`src/rtl/pipe_ctrl_pkg.sv`:
```
// pipe_ctrl_pkg: shared opcodes, ALU-op encodings and control bundles for the pipelined control unit
// Contents: opcode constants, alu_op_e, ctrl_t (ID decode bundle), ex_ctrl_t (ID/EX bundle), NOP constants
package pipe_ctrl_pkg;
   localparam logic [5:0] OP_R    = 6'b000000;
   localparam logic [5:0] OP_LW   = 6'b100011;
   localparam logic [5:0] OP_SW   = 6'b101011;
   localparam logic [5:0] OP_ADDI = 6'b001000;
   localparam logic [5:0] OP_BEQ  = 6'b000100;
   localparam logic [5:0] OP_BNE  = 6'b000101;
   localparam logic [5:0] OP_J    = 6'b000010;
   typedef enum logic [1:0] {
      ALU_ADD   = 2'b00,
      ALU_SUB   = 2'b01,
      ALU_FUNCT = 2'b10
   } alu_op_e;
   typedef struct packed {
      logic    reg_write;
      logic    mem_read;
      logic    mem_write;
      logic    mem_to_reg;
      logic    reg_dst;
      logic    alu_src;
      logic    branch;
      logic    bne;
      logic    jump;
      alu_op_e alu_op;
   } ctrl_t;
   localparam int CTRL_W = $bits(ctrl_t);
   localparam ctrl_t CTRL_NOP = '{alu_op: ALU_ADD, default: 1'b0};
   // jump never travels past ID, so the ID/EX bundle carries no jump bit
   typedef struct packed {
      logic    reg_write;
      logic    mem_read;
      logic    mem_write;
      logic    mem_to_reg;
      logic    reg_dst;
      logic    alu_src;
      logic    branch;
      logic    bne;
      alu_op_e alu_op;
   } ex_ctrl_t;
   localparam ex_ctrl_t EX_NOP = '{alu_op: ALU_ADD, default: 1'b0};
endpackage

```
`src/rtl/pipe_ctrl_unit_decoder.sv`:
```
// ctrl_decoder: combinational opcode to control-bundle decoder
// Ports: opcode_i (ID opcode) -> ctrl_o (control bundle, all-zero for unknown opcodes)
module ctrl_decoder
   import pipe_ctrl_pkg::*;
#(
   parameter int OPCODE_W = 6
) (
   input  logic [OPCODE_W-1:0] opcode_i,
   output ctrl_t               ctrl_o
);
   always_comb begin
      case (opcode_i)
         OP_R:    ctrl_o = '{reg_write: 1'b1, reg_dst: 1'b1, alu_op: ALU_FUNCT, default: 1'b0};
         OP_LW:   ctrl_o = '{reg_write: 1'b1, mem_read: 1'b1, mem_to_reg: 1'b1, alu_src: 1'b1, alu_op: ALU_ADD, default: 1'b0};
         OP_SW:   ctrl_o = '{mem_write: 1'b1, alu_src: 1'b1, alu_op: ALU_ADD, default: 1'b0};
         OP_ADDI: ctrl_o = '{reg_write: 1'b1, alu_src: 1'b1, alu_op: ALU_ADD, default: 1'b0};
         OP_BEQ:  ctrl_o = '{branch: 1'b1, alu_op: ALU_SUB, default: 1'b0};
         OP_BNE:  ctrl_o = '{branch: 1'b1, bne: 1'b1, alu_op: ALU_SUB, default: 1'b0};
         OP_J:    ctrl_o = '{jump: 1'b1, alu_op: ALU_ADD, default: 1'b0};
         default: ctrl_o = CTRL_NOP;
      endcase
   end
endmodule

```
`src/rtl/pipe_ctrl_unit.sv`:
```
// pipe_ctrl_unit: pipelined control unit with load-use stall and branch/jump flush for a 5-stage MIPS core
// Inputs: clk_i, rst_n_i (sync, active-low), hold_i (freeze), ID fields id_opcode_i/id_rs_i/id_rt_i/id_rd_i, ex_branch_taken_i
// Outputs: pc_write_o, if_id_write_o, if_id_flush_o, id_jump_o, EX controls, MEM controls, WB controls and wb_dest_o
module pipe_ctrl_unit
   import pipe_ctrl_pkg::*;
#(
   parameter int REG_ADDR_W   = 5,
   parameter int OPCODE_W     = 6,
   parameter int STALL_CYCLES = 1
) (
   input  logic                  clk_i,
   input  logic                  rst_n_i,
   input  logic                  hold_i,
   input  logic [OPCODE_W-1:0]   id_opcode_i,
   input  logic [REG_ADDR_W-1:0] id_rs_i,
   input  logic [REG_ADDR_W-1:0] id_rt_i,
   input  logic [REG_ADDR_W-1:0] id_rd_i,
   input  logic                  ex_branch_taken_i,
   output logic                  pc_write_o,
   output logic                  if_id_write_o,
   output logic                  if_id_flush_o,
   output logic                  id_jump_o,
   output logic                  ex_regDst_o,
   output logic                  ex_ALUSrc_o,
   output logic [1:0]            ex_alu_op_o,
   output logic                  ex_branch_o,
   output logic                  ex_bne_o,
   output logic                  mem_memRead_o,
   output logic                  mem_memWrite_o,
   output logic                  wb_regWrite_o,
   output logic                  wb_memToReg_o,
   output logic [REG_ADDR_W-1:0] wb_dest_o
);
   localparam int CNT_W = $clog2(STALL_CYCLES + 1);
   ctrl_t                 id_ctrl;
   logic [REG_ADDR_W-1:0] id_dest;
   logic                  uses_rt, hazard, taken, stall, bubble;
   ex_ctrl_t              ex_d, ex_q;
   logic [REG_ADDR_W-1:0] ex_dest_d, ex_dest_q, mem_dest_q, wb_dest_q;
   logic [CNT_W-1:0]      stall_cnt_d, stall_cnt_q;
   logic                  mem_reg_write_q, mem_read_q, mem_write_q, mem_to_reg_q;
   logic                  wb_reg_write_q, wb_mem_to_reg_q;
   ctrl_decoder #(.OPCODE_W(OPCODE_W)) u_dec (
      .opcode_i (id_opcode_i),
      .ctrl_o   (id_ctrl)
   );
   always_comb begin
      id_dest = id_ctrl.reg_dst ? id_rd_i : id_rt_i;
      // R, SW, BEQ and BNE are exactly the opcodes that read rt as a source
      uses_rt = id_ctrl.reg_dst | id_ctrl.mem_write | id_ctrl.branch;
      hazard  = ex_q.mem_read && (ex_dest_q != '0) &&
                ((ex_dest_q == id_rs_i) || (uses_rt && (ex_dest_q == id_rt_i)));
      taken   = ex_q.branch && (ex_branch_taken_i ^ ex_q.bne);
      stall   = !taken && (hazard || (stall_cnt_q != '0));
      bubble  = taken || stall || id_ctrl.jump;
      ex_d    = bubble ? EX_NOP : ex_ctrl_t'{
                   reg_write:  id_ctrl.reg_write && (id_dest != '0),
                   mem_read:   id_ctrl.mem_read,
                   mem_write:  id_ctrl.mem_write,
                   mem_to_reg: id_ctrl.mem_to_reg,
                   reg_dst:    id_ctrl.reg_dst,
                   alu_src:    id_ctrl.alu_src,
                   branch:     id_ctrl.branch,
                   bne:        id_ctrl.bne,
                   alu_op:     id_ctrl.alu_op};
      ex_dest_d   = bubble ? '0 : id_dest;
      stall_cnt_d = taken ? '0 :
                    hazard ? CNT_W'(STALL_CYCLES - 1) :
                    (stall_cnt_q != '0) ? stall_cnt_q - CNT_W'(1) : stall_cnt_q;
   end
   always_ff @(posedge clk_i) begin
      if (!rst_n_i) begin
         ex_q            <= EX_NOP;
         ex_dest_q       <= '0;
         stall_cnt_q     <= '0;
         mem_reg_write_q <= 1'b0;
         mem_read_q      <= 1'b0;
         mem_write_q     <= 1'b0;
         mem_to_reg_q    <= 1'b0;
         mem_dest_q      <= '0;
         wb_reg_write_q  <= 1'b0;
         wb_mem_to_reg_q <= 1'b0;
         wb_dest_q       <= '0;
      end else if (!hold_i) begin
         ex_q            <= ex_d;
         ex_dest_q       <= ex_dest_d;
         stall_cnt_q     <= stall_cnt_d;
         mem_reg_write_q <= ex_q.reg_write;
         mem_read_q      <= ex_q.mem_read;
         mem_write_q     <= ex_q.mem_write;
         mem_to_reg_q    <= ex_q.mem_to_reg;
         mem_dest_q      <= ex_dest_q;
         wb_reg_write_q  <= mem_reg_write_q;
         wb_mem_to_reg_q <= mem_to_reg_q;
         wb_dest_q       <= mem_dest_q;
      end
   end
   assign pc_write_o     = !hold_i && !stall;
   assign if_id_write_o  = !hold_i && !stall;
   // a jump stuck behind a stall must survive in IF/ID, so only an advancing jump flushes
   assign if_id_flush_o  = !hold_i && (taken || (id_ctrl.jump && !stall));
   assign id_jump_o      = id_ctrl.jump;
   assign ex_regDst_o    = ex_q.reg_dst;
   assign ex_ALUSrc_o    = ex_q.alu_src;
   assign ex_alu_op_o    = ex_q.alu_op;
   assign ex_branch_o    = ex_q.branch;
   assign ex_bne_o       = ex_q.bne;
   assign mem_memRead_o  = mem_read_q;
   assign mem_memWrite_o = mem_write_q;
   assign wb_regWrite_o  = wb_reg_write_q;
   assign wb_memToReg_o  = wb_mem_to_reg_q;
   assign wb_dest_o      = wb_dest_q;
endmodule

```
`config.mk`:
```
export PLATFORM = sky130hd
export DESIGN_NAME = pipe_ctrl_unit
export DESIGN_NICKNAME = d
export VERILOG_FILES = /design/src/rtl/pipe_ctrl_pkg.sv /design/src/rtl/pipe_ctrl_unit_decoder.sv /design/src/rtl/pipe_ctrl_unit.sv
export SDC_FILE = /design/constraint.sdc
export NUM_CORES = 1
export LEC_CHECK = 0
export BUFFER_PORTS_ARGS = -buffer_cell sky130_fd_sc_hd__buf_2
export CAP_MARGIN = 20
export CORE_MARGIN = 10
export CORE_UTILIZATION = 43
export DETAILED_ROUTE_END_ITERATION = 6
export PLACE_DENSITY = 0.69
export SLEW_MARGIN = 20
export SYNTH_ARGS = -nofsm -noshare
export SYNTH_HDL_FRONTEND = slang
export SYNTH_SLANG_ARGS = --single-unit
export TNS_END_PERCENT = 30
```
`constraint.sdc`:
```
create_clock -name clk_i -period 6.85 [get_ports clk_i]
set_clock_uncertainty 0.1 [all_clocks]
set_input_delay 2.055 -clock clk_i [delete_from_list [all_inputs] [get_ports clk_i]]
set_output_delay 2.055 -clock clk_i [all_outputs]
set_load 0.05 [all_outputs]
```
==> results.cfg <==
[outcome]
status = finished, final reports clean

[sta]
whs_ns = 0.3682
finalHoldViolCount = 0
min_period_ns = 5.660
finalSetupViolations = 0
clock.fmax_mhz = 176.7
slew-limit-headroom_pct = 67.78
period_share_pct = 82.62
rsz0062_at_grt = no
worst_pin_slew_ns = 0.4833
slew_violations = 0
finalSetupTns_ns = 0

[worst_hold_path]
hold_class = reg -> reg
hold_path.startpoint = ex_regDst_o
min_path_cells = 2
hold_end = ex_regDst_o

[clock_tree]
cts.sink_count = 27
post_cts_buffers = 0
clk_pin_slew_ns = 0.13
htreeDepth = 1
ctsResizeCount = 0
cts_buffers = 3
cts_tree = done
hold_buffers = 0
root_buffer = clkbuf_4
clk_path_buf_depth = 2
insertion_delay_ns = 0.33

[setup_path]
cp.arrival_ns = 3.50
crit_required_ns = 4.70
reg2reg_slack_ns = 4.71
crit_type = in -> out
critical-path-top-delay-family = simple AND/OR/NAND/NOR gates
critPathMaxStageDelay_ns = 0.56
crit_slowest_cell = or4_1
worst_path_most_repeated_cell = buf_2
r2r_cells = 5
cp-end-kind = output pin
timing.rr.end = ex_ALUSrc_o
path_cells = buf_2, or4_1, nor3b_2, nand2_1, a21oi_1, buf_2
crit_buf_inv = 2
cp_max_fo = 6
rr_startpoint = ex_dest_q[1]
crit_cells = 6
start_kind = primary input

[route]
initialDrtViolationCount = 70
routed_via_density = 4.991
route.detailed.drc = 0
drtAntennaViolNets = 0
post_drt_wl_per_cell_um = 13.68
firstDrtPassIters = 3
num_vias = 1133
routed_wl_um = 3105

[yosys]
synth_area_per_cell_um2 = 9.393
ys_warn_count = 0
synthCells = 146
synth_area_leaders = dfxtp_1 39%, mux2i_1 15%, nor2b_1 7.3%
synth_top_area_share_pct = 39.42
synth-seq-cells = 27
syn_area_um2 = 1371
yosysUniqueCellTypes = 31
yosys.area.top_type = dfxtp_1
seq_area_frac_synth_pct = 39.42
synth_nets = 171

[pwr]
switchingPower_mw = 0.07459
comb_power_share_pct = 15.4
p_int_mw = 0.2016
clkPwrFrac_pct = 25.0
power_leakage_nw = 0.7339
seqPwrFrac_pct = 59.6
p_sw_share_pct = 27.01
ir_worst_vdd_v = 0.00007205
p_per_area_nw_per_um2 = 171.9

[cells_and_area]
diodes = 0
ff_latch_area_um2 = 540.5
area_growth_syn_to_layout_pct = 17.15
num-fill-cells = 311
final_cells = 227
fin_nets = 209
multi_input_area_um2 = 769.5
final_common_cell = buf_2
final_area_um2 = 1607
drive_gt1_share_pct = 28.42
final_core_util_pct = 52.62
final_cell_mix = 43 x buf_2, 27 x dfxtp_1, 20 x mux2i_1

[floorplanning]
core_region_area_um2 = 3053
rows = 20
die_area_um2 = 5848
die_y_um = 76.47
io_pins = 44
start_util_pct = 44.92
die_w_um = 76.47

[place]
port_buffers = 43
dp_hpwl_um = 2499
dp.cells = 223
placed_area_um2 = 1580
routabilityCongestion = 0.7630

[global_route]
grt.total_usage_pct = 10.61
grt_pass1_vias = 1140
gr-total-overflow = 0
antenna_found_initial = 0
grt_pass1_wl_um = 5188
grt_max_degree = 20

[flow_run]
maxCapViolCount = 0
-- synthesized netlist by cell type (all sizes together) --
master / n
dfxtp: 27
mux2i: 20
nand2: 18
nor2b: 16
o21ai: 10
xor2: 8
buf: 7
nand3: 5
nor2: 5
clkbuf: 3
nor3: 3
o41ai: 3
or4: 3
xnor2: 3
a21boi: 2
a21oi: 2
nor4: 2
or3: 2
and2: 1
nand4: 1
nand4b: 1
nor3b: 1
nor4bb: 1
o221ai: 1
o22ai: 1
-- cells by family (layout without fill, tap and decap cells) --
logic type / Yosys count / count (layout) / share of synthesized area, %
DFF: 27 / 27 / 39.42
and+or+nand+nor: 59 / 59 / 24.09
buffers and inverters: 10 / 47 / 4.836
xor gates and xnor gates: 11 / 11 / 7.026
AOI/OAI and AO/OA: 19 / 19 / 10.04
muxes: 20 / 20 / 14.60
-- state kept, by name, indices dropped and copies added, names as in the netlist --
signal / cells
mem_reg_write_q: 1
wb_regWrite_o: 1
ex_ALUSrc_o: 1
ex_bne_o: 1
ex_q: 3
ex_dest_q: 5
mem_memRead_o: 1
ex_alu_op_o: 1
wb_memToReg_o: 1
mem_dest_q: 5
wb_dest_o: 5
ex_regDst_o: 1
mem_memWrite_o: 1
-- power groups by stage --
stage	clock (mW)	sequential, mW	combinational, mW
after floorplan	0	0.169	0.0267
after global placement	0	0.168	0.0420
after detailed placement	0	0.168	0.0430
after CTS	0.0710	0.165	0.0430
after global routing	0.0761	0.165	0.0471
final	0.0691	0.165	0.0426
-- final cells by class --
class	count	area share (%)
Multi-Input combinational cell	109	47.90
Sequential cell	27	33.64
Tap cell	44	3.427
Timing Repair Buffer	43	13.40
Clock buffer	4	1.636
-- metal layers --
layer / part of all wire (%) / vias up / global-route usage, %
li1: - / 582 / -
met1: 40 / 526 / 10.86
met5: 0 / - / 0
met3: 4.6 / 5 / 2.712
met4: 2.5 / 0 / 5.762
met2: 52 / 20 / 19.22
-- worst register-to-register path, delay by kind of cell, from the launching register on --
kind             cells  cell delay, ns
AND/OR/NAND/NOR      3            0.98
flip-flops           1            0.39
AO/OA/AOI/OAI        2            0.58
-- per-stage QoR --
| step | total power, mW | worst slack, ns |
|---|---|---|
| floorplan | 0.1962 | 0.4031 |
| global placement | 0.2100 | 1.227 |
| detailed placement | 0.2111 | 1.199 |
| CTS | 0.2787 | 1.189 |
| global route | 0.2885 | 1.084 |
| finish | 0.2762 | 1.190 |
-- how the worst max path moves through the flow --
stage,start,end,slack (ns)
finish,id_opcode_i[5],if_id_flush_o,1.19
global route,id_opcode_i[4],if_id_flush_o,1.08
CTS,id_opcode_i[4],if_id_flush_o,1.19
detailed placement,id_opcode_i[4],if_id_flush_o,1.20
global placement,id_opcode_i[4],if_id_flush_o,1.23
floorplan,id_opcode_i[2],if_id_flush_o,0.40
Note: power is estimated with default switching activity, not from simulation.
